## config.mk

```make
export PLATFORM = sky130hd
export DESIGN_NAME = half_shell_sweep_controller_flat
export DESIGN_NICKNAME = d
export VERILOG_FILES = /design/src/rtl/half_shell_sweep_controller_if.sv /design/src/rtl/half_shell_sweep_controller.sv /design/src/flat_wrapper.sv
export SDC_FILE = /design/constraint.sdc
export NUM_CORES = 1
export LEC_CHECK = 0
export BUFFER_PORTS_ARGS = -buffer_cell sky130_fd_sc_hd__buf_4
export CAP_MARGIN = 10
export CORE_MARGIN = 2
export CORE_UTILIZATION = 55
export DETAILED_ROUTE_END_ITERATION = 8
export GPL_ROUTABILITY_DRIVEN = 0
export HOLD_SLACK_MARGIN = 0.03
export PLACE_DENSITY = 0.88
export SLEW_MARGIN = 10
export SYNTH_ARGS = -nofsm -noshare
export SYNTH_HDL_FRONTEND = slang
export SYNTH_SLANG_ARGS = --single-unit
```

## constraint.sdc

```tcl
create_clock -name fast_clk -period 6.3 [get_ports fast_clk]
set_input_delay 1.26 -clock fast_clk [delete_from_list [all_inputs] [get_ports fast_clk]]
set_output_delay 1.26 -clock fast_clk [all_outputs]
set_load 0.1 [all_outputs]
```

## src/rtl/half_shell_sweep_controller_if.sv

```systemverilog
// Controller-side bus for the particle-filter front end: count memory lookup,
// reference buffer load, and neighbor read stream with pair-queue backpressure.
interface half_shell_sweep_controller_if #(
  parameter int ADDR_W = 7
);
  logic [7:0]        count_cell;
  logic [ADDR_W:0]   count_data;
  logic              ref_load;
  logic [ADDR_W-1:0] ref_addr;
  logic              nbr_valid;
  logic [7:0]        nbr_cell;
  logic [ADDR_W-1:0] nbr_addr;
  logic              stall;

  modport master (
    output count_cell, ref_load, ref_addr, nbr_valid, nbr_cell, nbr_addr,
    input  count_data, stall
  );

  modport slave (
    input  count_cell, ref_load, ref_addr, nbr_valid, nbr_cell, nbr_addr,
    output count_data, stall
  );
endinterface

```

## src/rtl/half_shell_sweep_controller.sv

```systemverilog
// Walks every reference particle of one home cell against all particles of the
// 14 half-shell cells (home + 13 forward neighbors) on a 4x4x4 periodic grid.
module half_shell_sweep_controller #(
  parameter int ADDR_W  = 7,
  parameter int NUM_NBR = 14
) (
  input  logic                          fast_clk,
  input  logic                          reset,
  input  logic                          start,
  input  logic [7:0]                    home_cell,
  input  logic                          drain_idle,
  output logic                          busy,
  output logic                          done,
  half_shell_sweep_controller_if.master sw
);

  localparam logic [3:0] IDLE      = 4'd0;
  localparam logic [3:0] REF_CNT1  = 4'd1;
  localparam logic [3:0] REF_CNT2  = 4'd2;
  localparam logic [3:0] LOAD_REF  = 4'd3;
  localparam logic [3:0] NBR_CNT1  = 4'd4;
  localparam logic [3:0] NBR_CNT2  = 4'd5;
  localparam logic [3:0] SWEEP     = 4'd6;
  localparam logic [3:0] NEXT_CELL = 4'd7;
  localparam logic [3:0] DRAIN     = 4'd8;

  localparam logic [3:0] LAST_K      = 4'(NUM_NBR - 1);
  localparam int         HOLD_STAGES = 1;

  // Offsets are mod-4 field deltas: -1 wraps to 2'b11.
  localparam logic [1:0] M1 = 2'b11;
  localparam logic [1:0] Z0 = 2'b00;
  localparam logic [1:0] P1 = 2'b01;

  logic [3:0]          state;
  logic [5:0]          home_q;
  logic [ADDR_W:0]     ref_total, r, n_k, j;
  logic [3:0]          k;
  logic [HOLD_STAGES:0] vld_pipe;
  logic [1:0]          dx, dy, dz, cx, cy, cz;
  logic [7:0]          cur_cell;
  logic                unused_hi;

  // Bits [7:6] of the home id carry no coordinate information.
  assign unused_hi = ^home_cell[7:6];

  always_comb begin
    dx = Z0; dy = Z0; dz = Z0;
    if (k >= 4'd1 && k <= 4'd9) begin
      dz = P1;
      dy = (k <= 4'd3) ? M1 : (k <= 4'd6) ? Z0 : P1;
      dx = (k == 4'd1 || k == 4'd4 || k == 4'd7) ? M1 :
           (k == 4'd2 || k == 4'd5 || k == 4'd8) ? Z0 : P1;
    end else if (k >= 4'd10 && k <= 4'd12) begin
      dy = P1;
      dx = (k == 4'd10) ? M1 : (k == 4'd11) ? Z0 : P1;
    end else if (k == 4'd13) begin
      dx = P1;
    end
  end

  assign cx = home_q[1:0] + dx;
  assign cy = home_q[3:2] + dy;
  assign cz = home_q[5:4] + dz;
  assign cur_cell = {2'b00, cz, cy, cx};

  always_comb begin
    sw.count_cell = '0;
    if (state == REF_CNT1) sw.count_cell = {2'b00, home_q};
    if (state == NBR_CNT1) sw.count_cell = cur_cell;
    sw.ref_load  = (state == LOAD_REF);
    sw.ref_addr  = (state == LOAD_REF) ? r[ADDR_W-1:0] : '0;
    // Stall gates the strobe only; cell/addr keep presenting the pending read.
    sw.nbr_valid = (state == SWEEP) && !sw.stall;
    sw.nbr_cell  = (state == SWEEP) ? cur_cell : '0;
    sw.nbr_addr  = (state == SWEEP) ? j[ADDR_W-1:0] : '0;
  end

  always_ff @(posedge fast_clk) begin
    if (reset) begin
      state     <= IDLE;
      home_q    <= '0;
      ref_total <= '0;
      r         <= '0;
      n_k       <= '0;
      j         <= '0;
      k         <= '0;
      vld_pipe  <= '0;
      busy      <= 1'b0;
      done      <= 1'b0;
    end else begin
      // Tracks recent issues so done cannot beat the last pair into the queue.
      vld_pipe <= {vld_pipe[HOLD_STAGES-1:0], sw.nbr_valid};
      case (state)
        IDLE: if (start) begin
          home_q <= home_cell[5:0];
          done   <= 1'b0;
          busy   <= 1'b1;
          state  <= REF_CNT1;
        end
        REF_CNT1: state <= REF_CNT2;
        REF_CNT2: begin
          ref_total <= sw.count_data;
          r         <= '0;
          state     <= (sw.count_data == '0) ? DRAIN : LOAD_REF;
        end
        LOAD_REF: begin
          k     <= '0;
          state <= NBR_CNT1;
        end
        NBR_CNT1: state <= NBR_CNT2;
        NBR_CNT2: begin
          n_k   <= sw.count_data;
          j     <= '0;
          state <= (sw.count_data == '0) ? NEXT_CELL : SWEEP;
        end
        SWEEP: if (sw.nbr_valid) begin
          j <= j + 1'b1;
          if (j == n_k - 1'b1) state <= NEXT_CELL;
        end
        NEXT_CELL: begin
          if (k < LAST_K) begin
            k     <= k + 4'd1;
            state <= NBR_CNT1;
          end else if (r < ref_total - 1'b1) begin
            r     <= r + 1'b1;
            state <= LOAD_REF;
          end else begin
            state <= DRAIN;
          end
        end
        DRAIN: if (drain_idle && vld_pipe == '0) begin
          done  <= 1'b1;
          busy  <= 1'b0;
          state <= IDLE;
        end
        default: state <= IDLE;
      endcase
    end
  end

endmodule

```

## src/flat_wrapper.sv

```systemverilog
// flat-port wrapper written by rule: the top's interface ports become plain ports
module half_shell_sweep_controller_flat 
#(
  parameter int ADDR_W  = 7,
  parameter int NUM_NBR = 14
)
  (fast_clk, reset, start, home_cell, drain_idle, busy, done, sw_count_cell, sw_ref_load, sw_ref_addr, sw_nbr_valid, sw_nbr_cell, sw_nbr_addr, sw_count_data, sw_stall);
  half_shell_sweep_controller_if #(.ADDR_W(ADDR_W)) sw_i ();
  input  logic fast_clk;
  input  logic reset;
  input  logic start;
  input  logic [7:0] home_cell;
  input  logic drain_idle;
  output logic busy;
  output logic done;
  output wire logic [$bits(sw_i.count_cell)-1:0] sw_count_cell;
  output wire logic [$bits(sw_i.ref_load)-1:0] sw_ref_load;
  output wire logic [$bits(sw_i.ref_addr)-1:0] sw_ref_addr;
  output wire logic [$bits(sw_i.nbr_valid)-1:0] sw_nbr_valid;
  output wire logic [$bits(sw_i.nbr_cell)-1:0] sw_nbr_cell;
  output wire logic [$bits(sw_i.nbr_addr)-1:0] sw_nbr_addr;
  input wire logic [$bits(sw_i.count_data)-1:0] sw_count_data;
  input wire logic [$bits(sw_i.stall)-1:0] sw_stall;
  assign sw_count_cell = sw_i.count_cell;
  assign sw_ref_load = sw_i.ref_load;
  assign sw_ref_addr = sw_i.ref_addr;
  assign sw_nbr_valid = sw_i.nbr_valid;
  assign sw_nbr_cell = sw_i.nbr_cell;
  assign sw_nbr_addr = sw_i.nbr_addr;
  assign sw_i.count_data = sw_count_data;
  assign sw_i.stall = sw_stall;
  half_shell_sweep_controller #(.ADDR_W(ADDR_W), .NUM_NBR(NUM_NBR)) u_core (.fast_clk(fast_clk), .reset(reset), .start(start), .home_cell(home_cell), .drain_idle(drain_idle), .busy(busy), .done(done), .sw(sw_i));
endmodule
```

==> results of run 1 <==
[cell families after synthesis]
| logic type | share of synthesized area (%) |
|---|---|
| AO/OA/AOI/OAI | 16.8 |
| XOR/XNOR | 7.36 |
| adder cells (fa/ha/maj) | 7.40 |
| buffers and inverters | 4.75 |
| flip-flops | 31.2 |
| multiplexers | 2.84 |
| other | 0.117 |
| AND/OR/NAND/NOR | 29.6 |
[sequential cells by signal (all words and copies together) (netlist names), 2 cells and up]
signal            cells
u_core.j              8
u_core.r              8
u_core.vld_pipe       2
u_core.k              4
u_core.state          4
u_core.ref_total      8
u_core.n_k            8
u_core.home_q         6
[per-stage QoR]
step                hold WS (ns)  util [%]  total power (W)  std cells  setup slack [ns]
floorplan                  0.439         -         0.000471        424             0.863
global placement           0.449      64.1         0.000498        523              2.33
detailed placement         0.468      64.1         0.000505        523              2.19
CTS                        0.482      66.1         0.000731        531              1.84
global route               0.497      66.2         0.000760        531              1.56
finish                     0.483      66.2         0.000725        531              1.82
[area by class of cell]
cell class	instances	area share (%)
multi-input cells	340	56.2
flip-flops and latches	50	27.1
clock buffers	6	1.97
clock inverters	2	1.02
well taps	72	2.44
repair buffers	49	9.97
inverters	12	1.22
[placed cells by master (no fill, tap or decap), drive strengths merged, types with 5 or more instances in the layout]
cell / Yosys / layout
and2: 19 / 19
nand2b: 8 / 8
or2: 6 / 6
o21ai: 20 / 20
nor2b: 5 / 5
inv: 12 / 12
nor2: 47 / 47
clkbuf: 12 / 6
nand2: 58 / 58
xnor2: 16 / 16
nor3: 11 / 11
dfxtp: 50 / 50
nand4: 6 / 6
ha: 19 / 19
nand3: 9 / 9
buf: 10 / 49
nor4: 6 / 6
a21oi: 37 / 37
mux2i: 8 / 8
xor2: 11 / 11
[power groups by stage]
stage	logic, W	clock network [W]	registers [W]
finish	0.000157	0.000226	0.000343
global route	0.000171	0.000243	0.000345
CTS	0.000156	0.000232	0.000342
detailed placement	0.000155	0	0.000350
global placement	0.000149	0	0.000349
floorplan	0.000122	0	0.000349
[worst paths after layout]
check                                    startpoint               end  slack [ns]  cells after the start
worst max-delay path                    u_core.k[1]  sw_count_cell[3]        1.82                     14
worst max register to register  u_core.ref_total[2]       u_core.r[6]        3.13                      9
worst min-delay path                  u_core.n_k[6]     u_core.n_k[6]        0.48                      2
worst min register to register        u_core.n_k[6]     u_core.n_k[6]        0.48                      2
[critical path, stage by stage, from the launching register on]
cell and delay [ns]:
dfxtp_1 0.51, inv_1 0.17, ha_1 0.27, nor2_1 0.16, o21ai_0 0.11, and2_1 0.21, a31oi_1 0.18, a21oi_1 0.06
o21bai_1 0.17, ha_1 0.21, xnor2_1 0.16, xnor2_1 0.11, o21ai_0 0.16, and2_1 0.14, buf_4 0.28
[metal layers]
metal	global-route usage, %	wire [microns]
met1	31.2	3350
met2	42.8	3760
met3	3.93	427
met4	9.15	97
met5	0	0
==> impl_metrics.tcl, run 1 <==
set metrics [dict create \
    status "finished, final reports clean" \
    die_area_sq_mm 0.00647 \
    grt_antenna_before_repair 0 \
    core-area_sq_mm 0.00557 \
    report.final.slew_viol_count 0 \
    die_h_microns 80.4 \
    viasPerCell 5.68 \
    yosysSeqAreaShare_pct 31.2 \
    multi_input_area_sq_mm 0.00207 \
    peakVddDrop_uv 163 \
    clock_sinks 50 \
    rsz0062_at_grt "no" \
    hold_path_class "register to register" \
    avgRoutedWirePerCell_microns 14.4 \
    clockBufferDepth 2 \
    crit_type "register to output pin" \
    clockRootBuffer "clkbuf_8" \
    min_period_ns 4.48 \
    layout.nets 498 \
    fin_worst_skew_ns 0.0108 \
    syn-cell-area_sq_mm 0.00321 \
    power_frac_comb_pct 21.6 \
    internal_power_w 0.000501 \
    clock.fmax_mhz 223 \
    avgSynthCellArea_sq_um 7.63 \
    cts_tree "yes" \
    hold_viol 0 \
    syn_inst 421 \
    power_frac_seq_pct 47.3 \
    holdBufCountCts 0 \
    slew_headroom_pct 51.3 \
    htreeDepth 2 \
    insertion_delay_ns 0.31 \
    synth_top_area_share_pct 31.2 \
    std_cell_rows 27 \
    fin_crit_sh_pct 71.2 \
    grt_pass1_vias 2848 \
    fp.dieW_microns 80.4 \
    arrival_ns 3.22 \
    cp.required_ns 5.04 \
    final_area_sq_mm 0.00369 \
    wl_mm 7.64 \
    sw_frac_of_total_pct 30.9 \
    fill_cells 484 \
    grt-ovfl-total 0 \
    synth_area_leader_cell "dfxtp_1" \
    cts_setup_buffers 0 \
    grt_max_degree 47 \
    area_growth_pct 14.8 \
    worst_pin_slew_ns 0.723 \
    critPathLaunchType "register" \
    drtAntennaViolNets 0 \
    seqCellArea_sq_mm 0.00100 \
    yosys-top-cells-area "dfxtp_1 31%, ha_1 7.4%, nand2_1 6.7%" \
    grt_usage_pct 24.9 \
    drc_errors 0 \
    end_kind "output pin" \
    hpwl_mm 5.66 \
    path_max_fanout 9 \
    initialDrtViolationCount 207 \
    clkPwrFrac_pct 31.1 \
    io-pin-count 55 \
    p_switching_w 0.000224 \
    ys_top_cells_by_count "57 x nand2_1, 50 x dfxtp_1, 46 x nor2_1" \
    start_util_pct 57.6 \
    async_reset_ff_share_pct 0 \
    netlist-cell-type-count 54 \
    drive_gt1_share_pct 15.0 \
    clkTransAtPathRegs_ns 0.09 \
    ys_warn_count 0 \
    leakagePower_nw 1.52 \
    synth_seq_cells 50 \
    num_antenna_cells 0 \
    drtPass1Iterations 4 \
    synth-edff-count 0 \
    synth_most_common_cell "nand2_1" \
    vias 3018 \
    synth_ff_type "dfxtp_1" \
    ctsResizeCount 0 \
    grt_pass1_wl_mm 12.8 \
    dpl-instance-area_sq_mm 0.00357 \
    p_per_area_mw_per_mm2 196 \
    cts_buffers 5 \
    setup_viol 0 \
    cap_violations 0 \
    port_buffers 48 \
    setup_tns_ns 0 \
]
Power figures use the tool's default switching activity.
==> run 2: changes to the inputs <==
- ABC_AREA: default -> 1
- CORE_UTILIZATION: 55 -> 51
- PLACE_DENSITY: 0.88 -> 0.86
- clock period: 6.3 -> 3.6 ns (I/O delays scaled with it)
==> impl_metrics.tcl, run 2 <==
set metrics [dict create \
    synth_seq_cells 50 \
    hold_ws_ns 0.430 \
    start_util_pct 52.7 \
    viasPerCell 5.19 \
    cts_tree "yes" \
    pre_cts_ws_ns 0.373 \
    yosysSeqAreaShare_pct 29.9 \
    ys_top_cells_by_count "100 x nand2_1, 93 x nor2_1, 72 x inv_1" \
    clkTransAtPathRegs_ns 0.09 \
    syn_inst 519 \
    grt_max_degree 33 \
    critPathLaunchType "register" \
    r2r-end "u_core.r[3]" \
    die_h_microns 85.0 \
    mostFrequentLayoutCells "100 x nand2_1, 83 x nor2_1, 72 x inv_1" \
    cp_slowest_stage_delay_ns 0.41 \
    setup_viol 0 \
    vias 3326 \
    postLayoutCoreUtil_pct 62.0 \
    grt_antenna_before_repair 0 \
    worst_pin_slew_ns 0.817 \
    layout.nets 603 \
    hold_end "u_core.vld_pipe[1]" \
    drtPass1Iterations 7 \
    worst_hold_startpoint "u_core.vld_pipe[0]" \
    slew_headroom_pct 45.4 \
    cp.required_ns 2.88 \
    clock_sinks 50 \
    reg2reg_from "u_core.ref_total[0]" \
    netlist-cell-type-count 38 \
    synth_ff_type "dfxtp_1" \
    grt_pass1_wl_mm 12.8 \
    fp.dieW_microns 85.0 \
    cap_violations 0 \
    hold_viol 0 \
    grt_usage_pct 21.2 \
    arrival_ns 2.70 \
    htreeDepth 2 \
    synth_area_leader_cell "dfxtp_1" \
    fin_worst_skew_ns 0.00610 \
    cp_top_family "buffers and inverters" \
    async_reset_ff_share_pct 0 \
    hold_path_class "register to register" \
    syn-cell-area_sq_mm 0.00335 \
    insertion_delay_ns 0.31 \
    synth-edff-count 0 \
    drive_gt1_share_pct 16.8 \
    report.final.slew_viol_count 0 \
    clockBufferDepth 2 \
    crit_type "register to output pin" \
    initialDrtViolationCount 216 \
    hpwl_mm 5.81 \
    cts_setup_buffers 0 \
    area_growth_pct 17.6 \
    yosys-top-cells-area "dfxtp_1 30%, nand2_1 11%, nor2_1 10%" \
    fin_crit_sh_pct 94.9 \
    critPathBufInv 4 \
    drc_errors 0 \
    peakVddDrop_uv 292 \
    avgSynthCellArea_sq_um 6.45 \
    drtAntennaViolNets 0 \
    clock.fmax_mhz 293 \
    core-area_sq_mm 0.00635 \
    clockRootBuffer "clkbuf_8" \
    num_antenna_cells 0 \
    synth_most_common_cell "nand2_1" \
    ys_warn_count 0 \
    min_period_ns 3.42 \
    synth_top_area_share_pct 29.9 \
    io-pin-count 55 \
    port_buffers 48 \
    seqCellArea_sq_mm 0.00100 \
    regToRegSetupSlack_ns 1.34 \
    p_per_area_mw_per_mm2 497 \
    wl_mm 7.62 \
    worstHoldPathCells 2 \
    reg2reg_depth 13 \
    grt-ovfl-total 0 \
    die_area_sq_mm 0.00723 \
    path_max_fanout 8 \
    finalWorstSetupSlack_ns 0.183 \
    leakagePower_nw 1.86 \
    multi_input_area_sq_mm 0.00204 \
    final_common_cell "nand2_1" \
    std_cell_rows 29 \
    grt_pass1_vias 3070 \
    avgRoutedWirePerCell_microns 11.9 \
    fill_cells 540 \
    crit_top_cell "inv_1" \
    cp_cell_sequence "inv_1 -> ha_2 -> o21ai_0 -> nand2_1 -> and2_4 -> inv_1 -> o2bb2ai_1 -> inv_1 -> ha_1 -> xor2_1 -> nand3b_1 -> a21oi_2 -> buf_4" \
    end_kind "output pin" \
    status "finished, final reports clean" \
    slowest_stage "dfxtp_2" \
    cts_buffers 5 \
]
## run 2: metal layers
| layer | vias up | global-route usage (%) | routed length (microns) | share of wire [%] |
|---|---|---|---|---|
| met1 | 1495 | 25.1 | 3300 | 43 |
| met3 | 10 | 3.11 | 394 | 5.2 |
| met2 | 89 | 38.9 | 3820 | 50 |
| met4 | 0 | 6.93 | 106 | 1.4 |
| met5 | - | 0 | 0 | 0 |
| li1 | 1732 | - | - | - |
## run 2: final cells by class
cell class | instances | share of cell area [%]
clock buffers | 6 | 2.10
clock inverters | 2 | 1.52
inverters | 76 | 7.31
multi-input cells | 382 | 51.8
flip-flops and latches | 50 | 25.5
well taps | 77 | 2.45
repair buffers | 48 | 9.34
## run 2: timing repair
action	CTS	global route
hold buffers	0	0
gates resized for setup	0	5
endpoints found under the setup margin	0	3
## run 2: per-stage QoR
stage | TNS (ns) | cells | power (W) | area [sq um]
floorplan | 0 | 522 | 0.00133 | 3410
finish | 0 | 641 | 0.00196 | 3940
CTS | 0 | 641 | 0.00196 | 3930
global route | -0.00864 | 641 | 0.00209 | 3940
detailed placement | 0 | 633 | 0.00147 | 3780
global placement | 0 | 633 | 0.00144 | 3780
## run 2: power by group
part	total [W]	internal, W	leakage [nW]	switching [W]
Clock	0.000487	0.000296	0.0714	0.000190
Sequential	0.000676	0.000617	0.407	0.0000589
Combinational	0.000794	0.000256	1.39	0.000537
Total	0.00196	0.00117	1.86	0.000786
## run 2: how the worst max path moves through the flow
stage                     cells past startpoint         from                to  slack [ns]
after floorplan                               8  u_core.k[0]  sw_count_cell[4]        0.02
after global placement                       15  u_core.k[0]  sw_count_cell[1]        0.46
after detailed placement                     15  u_core.k[0]  sw_count_cell[1]        0.37
after CTS                                    15  u_core.k[0]  sw_count_cell[1]        0.04
after global routing                         15  u_core.k[1]  sw_count_cell[1]      -0.009
final                                        13  u_core.k[0]    sw_nbr_cell[1]        0.18
## run 2: cell families (layout without fill, tap and decap cells)
family,count (synthesis),in the layout,synth area share (%)
AND/OR/NAND/NOR,247,247,32.3
buffers and inverters,90,132,11.2
other,1,4,0.112
adder cells (fa/ha/maj),19,19,7.10
AO/OA/AOI/OAI,96,96,15.2
flip-flops,50,50,29.9
XOR/XNOR,16,16,4.18
## run 2: worst register-to-register path, delay by kind of cell (launching register included)
kind	cells	cell delay, ns
flops	1	0.31
compound gates	2	0.28
buf+inv	1	0.10
xor+xnor	1	0.16
simple gates	7	0.87
fa+ha+maj	2	0.44
